[config.mk]
export PLATFORM = sky130hd
export DESIGN_NAME = spi_master
export DESIGN_NICKNAME = d
export VERILOG_FILES = /design/src/rtl/spi_master.sv
export SDC_FILE = /design/constraint.sdc
export NUM_CORES = 1
export LEC_CHECK = 0
export CORE_MARGIN = 2
export CORE_UTILIZATION = 49
export DETAILED_ROUTE_END_ITERATION = 10
export GPL_TIMING_DRIVEN = 0
export PLACE_DENSITY = 0.83
export SLEW_MARGIN = 5
export SYNTH_ARGS = -nofsm -noshare
export SYNTH_HDL_FRONTEND = slang
export SYNTH_SLANG_ARGS = --single-unit
[constraint.sdc]
create_clock -name clk -period 1.97 [get_ports clk]
set_input_delay 0.197 -clock clk [delete_from_list [all_inputs] [get_ports clk]]
set_output_delay 0.197 -clock clk [all_outputs]
set_load 0.005 [all_outputs]
[src/rtl/spi_master.sv]
// SPI mode-0 (CPOL=0, CPHA=0) byte master, MSB first, valid/ready transmit feed, strobed receive.
// Optional macro SPI_MASTER_LOOPBACK_EN adds a loopback input that feeds mosi back into the receive shifter.

module spi_master #(
   parameter int HALF_PERIOD = 4,
   parameter int SS_SETUP    = 4,
   parameter int SS_HOLD     = 4,
   parameter int SS_IDLE     = 8
) (
   input  logic       clk,
   input  logic       reset_n,
   input  logic       tx_valid,
   input  logic [7:0] tx_byte,
   input  logic       tx_last,
   output logic       tx_ready,
   output logic [7:0] rx_byte,
   output logic       rx_byte_available,
   output logic       busy,
   output logic       sclk,
   output logic       mosi,
`ifdef SPI_MASTER_LOOPBACK_EN
   input  logic       loopback,
`endif
   input  logic       miso,
   output logic       ss
);

   localparam int MAX_AB = (HALF_PERIOD > SS_SETUP) ? HALF_PERIOD : SS_SETUP;
   localparam int MAX_CD = (SS_HOLD > SS_IDLE) ? SS_HOLD : SS_IDLE;
   localparam int MAX_P  = (MAX_AB > MAX_CD) ? MAX_AB : MAX_CD;
   localparam int CW     = $clog2(MAX_P) + 1;

   localparam logic [CW-1:0] C_HALF  = CW'(HALF_PERIOD);
   localparam logic [CW-1:0] C_SETUP = CW'(SS_SETUP);
   localparam logic [CW-1:0] C_HOLD  = CW'(SS_HOLD);
   localparam logic [CW-1:0] C_IDLE  = CW'(SS_IDLE);

   typedef enum logic [2:0] {
      S_GAP, S_IDLE, S_SETUP, S_LOW, S_HIGH, S_NEXT, S_HOLD
   } state_t;

   state_t          r_state, w_state;
   logic [CW-1:0]   r_cnt, w_cnt;
   logic [2:0]      r_bit, w_bit;
   logic [7:0]      r_tx, w_tx;
   logic            r_last, w_last;
   logic [7:0]      r_shift, w_shift;
   logic [7:0]      r_rx_byte, w_rx_byte;
   logic            r_rx_avail, w_rx_avail;
   logic            r_tx_ready, w_tx_ready;
   logic            r_busy, w_busy;
   logic            r_sclk, w_sclk;
   logic            r_mosi, w_mosi;
   logic            r_ss, w_ss;

   logic            w_accept;
   logic            w_cnt_done;
   logic [CW-1:0]   w_cnt_dec;
   logic            w_sample;

`ifdef SPI_MASTER_LOOPBACK_EN
   assign w_sample = loopback ? r_mosi : miso;
`else
   assign w_sample = miso;
`endif

   assign w_accept   = tx_valid && r_tx_ready;
   assign w_cnt_done = (r_cnt == CW'(1));
   assign w_cnt_dec  = r_cnt - CW'(1);

   always_comb begin
      // NOTE: every next-state value gets a default before the case so no path can infer a latch.
      w_state    = r_state;
      w_cnt      = r_cnt;
      w_bit      = r_bit;
      w_tx       = r_tx;
      w_last     = r_last;
      w_shift    = r_shift;
      w_rx_byte  = r_rx_byte;
      w_rx_avail = 1'b0;
      w_tx_ready = r_tx_ready;
      w_busy     = r_busy;
      w_sclk     = r_sclk;
      w_mosi     = r_mosi;
      w_ss       = r_ss;

      unique case (r_state)
         S_GAP: begin
            if (w_cnt_done) begin
               w_state    = S_IDLE;
               w_tx_ready = 1'b1;
               w_busy     = 1'b0;
            end else begin
               w_cnt = w_cnt_dec;
            end
         end
         S_IDLE: begin
            if (w_accept) begin
               w_tx       = tx_byte;
               w_last     = tx_last;
               w_mosi     = tx_byte[7];
               w_ss       = 1'b0;
               w_busy     = 1'b1;
               w_tx_ready = 1'b0;
               w_bit      = 3'd0;
               w_cnt      = C_SETUP;
               w_state    = S_SETUP;
            end
         end
         S_SETUP: begin
            if (w_cnt_done) begin
               w_cnt   = C_HALF;
               w_state = S_LOW;
            end else begin
               w_cnt = w_cnt_dec;
            end
         end
         S_LOW: begin
            if (w_cnt_done) begin
               w_sclk  = 1'b1;
               w_shift = {r_shift[6:0], w_sample};
               w_cnt   = C_HALF;
               w_state = S_HIGH;
            end else begin
               w_cnt = w_cnt_dec;
            end
         end
         S_HIGH: begin
            if (w_cnt_done) begin
               w_sclk = 1'b0;
               w_bit  = r_bit + 3'd1;
               if (r_bit == 3'd7) begin
                  w_rx_byte  = r_shift;
                  w_rx_avail = 1'b1;
                  if (r_last) begin
                     w_cnt   = C_HOLD;
                     w_state = S_HOLD;
                  end else begin
                     w_tx_ready = 1'b1;
                     w_state    = S_NEXT;
                  end
               end else begin
                  w_mosi  = r_tx[6];
                  w_tx    = {r_tx[6:0], 1'b0};
                  w_cnt   = C_HALF;
                  w_state = S_LOW;
               end
            end else begin
               w_cnt = w_cnt_dec;
            end
         end
         S_NEXT: begin
            // Continuation byte goes straight to the low phase; ss setup is not repeated.
            if (w_accept) begin
               w_tx       = tx_byte;
               w_last     = tx_last;
               w_mosi     = tx_byte[7];
               w_tx_ready = 1'b0;
               w_cnt      = C_HALF;
               w_state    = S_LOW;
            end
         end
         S_HOLD: begin
            if (w_cnt_done) begin
               w_ss    = 1'b1;
               w_cnt   = C_IDLE;
               w_state = S_GAP;
            end else begin
               w_cnt = w_cnt_dec;
            end
         end
         default: begin
            w_state    = S_GAP;
            w_cnt      = C_IDLE;
            w_ss       = 1'b1;
            w_sclk     = 1'b0;
            w_tx_ready = 1'b0;
            w_busy     = 1'b1;
         end
      endcase
   end

   always_ff @(posedge clk or negedge reset_n) begin
      if (!reset_n) begin
         r_state    <= S_GAP;
         r_cnt      <= C_IDLE;
         r_bit      <= 3'd0;
         r_tx       <= 8'h00;
         r_last     <= 1'b0;
         r_shift    <= 8'h00;
         r_rx_byte  <= 8'h00;
         r_rx_avail <= 1'b0;
         r_tx_ready <= 1'b0;
         r_busy     <= 1'b1;
         r_sclk     <= 1'b0;
         r_mosi     <= 1'b0;
         r_ss       <= 1'b1;
      end else begin
         // NOTE: non-blocking so every register samples the pre-edge values computed above.
         r_state    <= w_state;
         r_cnt      <= w_cnt;
         r_bit      <= w_bit;
         r_tx       <= w_tx;
         r_last     <= w_last;
         r_shift    <= w_shift;
         r_rx_byte  <= w_rx_byte;
         r_rx_avail <= w_rx_avail;
         r_tx_ready <= w_tx_ready;
         r_busy     <= w_busy;
         r_sclk     <= w_sclk;
         r_mosi     <= w_mosi;
         r_ss       <= w_ss;
      end
   end

   assign tx_ready          = r_tx_ready;
   assign rx_byte           = r_rx_byte;
   assign rx_byte_available = r_rx_avail;
   assign busy              = r_busy;
   assign sclk              = r_sclk;
   assign mosi              = r_mosi;
   assign ss                = r_ss;

endmodule

==> flow_summary_export.csv <==
group,metric,value,unit
status,status,"completed",
clock_tree,clkSinkCount,40,
clock_tree,htree_levels,2,
floorplanning,dieArea,4540,sq um
floorplanning,io_pins,27,
drt,ant_nets,0,
place,post-dp-hpwl,2.48,mm
worst_setup_path,startpoint,"r_cnt[1]",
floorplanning,die_w,67.4,microns
finish,area_growth,27.7,%
drt,wire_per_inst,14.2,microns
logic_synthesis,synth_area_leader_cell,"dfrtp_1",
place,dpl.cell_count,258,
worst_setup_path,crit_buf_inv,2,
logic_synthesis,synth_seq_cells,40,
floorplanning,start_util,50.0,%
sta,layout_min_cycle_time,1.89,ns
pwr,p_per_area,1300,nW/um^2
worst_setup_path,crit_path_cell_trace,"inv_2 -> ha_4 -> or3b_1 -> buf_6 -> a211o_1 -> a21oi_4 -> nor2_1 -> o22a_1",
sta,hold_viol,0,
sta,period_share,95.9,%
floorplanning,fp.dieH,67.4,microns
logic_synthesis,ys_warn_count,0,
worst_setup_path,crit_path_max_incr_delay,0.39,ns
pwr,p_total,3270,uW
clock_tree,numCtsBuffers,5,
logic_synthesis,synth_flop_cell,"dfrtp_1",
drt,drc_errors,0,
drt,drt-total-wl,3.94,mm
logic_synthesis,synthTopCellsByArea,"dfrtp_1, mux2_2, dfstp_2, a21oi_1, nor2_1",
job,cap_violations,0,
clock_tree,root_buffer,"clkbuf_8",
worst_setup_path,cp_max_fo,7,
global_routing,grt_pass1_wl,6.47,mm
global_routing,grt_max_degree,40,
sta,finalSetupViolCount,0,
logic_synthesis,netlist_area,1970,sq um
pwr,p_leak,0.00119,uW
worst_setup_path,slowest_stage,"dfrtp_1",
sta,finalMaxSlewViolations,0,
floorplanning,core-area,3940,sq um
clock_tree,ctsLongestPathBuffers,2,
worst_setup_path,worstSetupPathType,"register to register",
drt,drtPass1Iterations,4,
logic_synthesis,async_flop_share,100,%
hold_path,min_path_type,"input port to async pin",
place,gp_congestion,0.864,
sta,finalClockSkew,0.0115,ns
logic_synthesis,syn_avg_cell_area,10.9,sq um
worst_setup_path,crit_family,"compound AO/OA/AOI/OAI gates",
finish,drive_gt1_share,24.2,%
worst_setup_path,startpoint_type,"register",
drt,viasPerCell,5.27,
floorplanning,rows,23,
global_routing,grt.overflow.total,0,
clock_tree,cts_tree,"yes",
drt,dr_total_vias,1459,
logic_synthesis,yosysMostFrequentCell,"dfrtp_1",
drt,drt_iter0_markers,82,
global_routing,antenna_found_initial,0,
finish,final_cells,277,
logic_synthesis,synth-edff-count,0,
sta,grt_setup_unrepaired,"false",
logic_synthesis,syn_inst,181,
global_routing,grt_use_total,19.2,%
logic_synthesis,synthTopCellsByCount,"dfrtp_1, nor2_1, mux2_2, a21oi_1, nand2_1",
clock_tree,path_clk_slew,0.08,ns
pwr,ir_drop,695,uV
sta,maxSlewHeadroom,64.2,%
worst_setup_path,required,2.21,ns
place,io_buffers,26,
finish,fin_nets,243,
worst_setup_path,end_kind,"register",
sta,worst_pin_slew,0.535,ns
clock_tree,clkLatencyLatePin,0.30,ns
worst_setup_path,worstReg2RegStart,"r_cnt[1]",
logic_synthesis,synth_cell_types,36,
sta,fmaxAchievable,0.529,GHz
logic_synthesis,seq_area_frac_synth,51.0,%
logic_synthesis,syn_nets,198,
finish,num_antenna_cells,0,
worst_setup_path,crit_arrival,2.13,ns
logic_synthesis,synth_top_area_share,47.0,%
global_routing,grt_pass1_vias,1439,
## final timing paths
kind	endpoint	slack (ns)	cells after the start
worst min register to register	ss	0.49	2
max in group asynchronous	busy	1.30	3
worst max-delay path	r_cnt[3]	0.08	8
worst min-delay path	r_tx[3]	0.23	2
min in group clk	ss	0.49	2
worst max register to register	r_cnt[3]	0.08	8
## stage by stage
step           util, %  hold slack (ns)  cell area, sq um  setup TNS, ns  setup slack, ns
2_1_floorplan        -          -0.0986              1970              0           0.0647
3_3_place_gp      58.2            0.464              2290         -10.79           -0.253
3_5_place_dp      58.6         -0.00283              2310          -2.67           -0.136
4_1_cts           63.2            0.215              2490              0          0.00214
5_1_grt           63.9            0.223              2520              0           0.0123
6_report          63.9            0.227              2520              0           0.0803
## where the power goes
group / internal, uW / switching [uW] / total (uW)
Clock: 284 / 279 / 563
Combinational: 668 / 769 / 1440
Sequential: 1080 / 187 / 1270
## cell usage in the layout, fill, tap and decap left out, types with 2 or more instances in the layout
| cell type | n |
|---|---|
| a21oi_1 | 15 |
| a21oi_2 | 2 |
| a22o_1 | 2 |
| a31oi_1 | 2 |
| buf_12 | 2 |
| buf_2 | 3 |
| buf_4 | 9 |
| buf_6 | 2 |
| clkbuf_1 | 5 |
| clkbuf_8 | 6 |
| clkdlybuf4s50_1 | 25 |
| dfrtp_1 | 37 |
| dfstp_2 | 3 |
| ha_1 | 3 |
| inv_1 | 9 |
| mux2_2 | 18 |
| mux2i_1 | 7 |
| nand2_1 | 14 |
| nand2b_1 | 5 |
| nor2_1 | 19 |
| nor3_1 | 3 |
| nor3_4 | 2 |
| o211ai_1 | 2 |
| o21ai_0 | 11 |
| o31ai_1 | 2 |
## cell type report
type / count / area [sq um]
Fill cell: 298 / 1430
Sequential cell: 40 / 1000
Multi-Input combinational cell: 123 / 898
Timing Repair Buffer: 38 / 373
Clock buffer: 7 / 86.3
Tap cell: 50 / 62.6
Buffer: 8 / 47.5
Inverter: 10 / 37.5
Clock inverter: 1 / 7.51
## cells by family after synthesis
logic type                 count (synthesis)  share of synthesized area [%]
adders and majority gates                  4                           2.54
DFF                                       40                           51.0
muxes                                     25                           13.8
buffers and inverters                     18                           4.32
xor gates and xnor gates                   1                          0.445
AOI/OAI and AO/OA                         44                           15.2
and+or+nand+nor                           49                           12.6
## state kept, by name, indices dropped and copies added (netlist names)
signal,flops
r_shift,8
rx_byte,8
r_tx,7
r_cnt,4
r_bit,3
r_state,3
busy,1
mosi,1
r_last,1
rx_byte_available,1
sclk,1
ss,1
tx_ready,1
## layer usage
metal / up-vias / routed length, microns / track usage [%]
li1: 723 / - / -
met1: 691 / 1770 / 24.7
met2: 39 / 1890 / 31.1
met3: 6 / 218 / 4.50
met4: 0 / 62 / 8.42
met5: - / 0 / 0
## worst register-to-register path, stage by stage, from the launching register on
cell and delay (ns):
dfrtp_1 0.39, inv_2 0.08, ha_4 0.13, or3b_1 0.35, buf_6 0.16, a211o_1 0.26, a21oi_4 0.20, nor2_1 0.07
o22a_1 0.19
## what timing repair did
item / in CTS / in global routing
pin swaps: 5 / 1
endpoints found under the setup margin: 26 / 23
endpoints found under the hold margin: 37 / 0
gates resized for setup: 2 / 2
hold buffers: 1 / 0
setup buffers: 8 / 2
(Power assumes the default switching activity.)
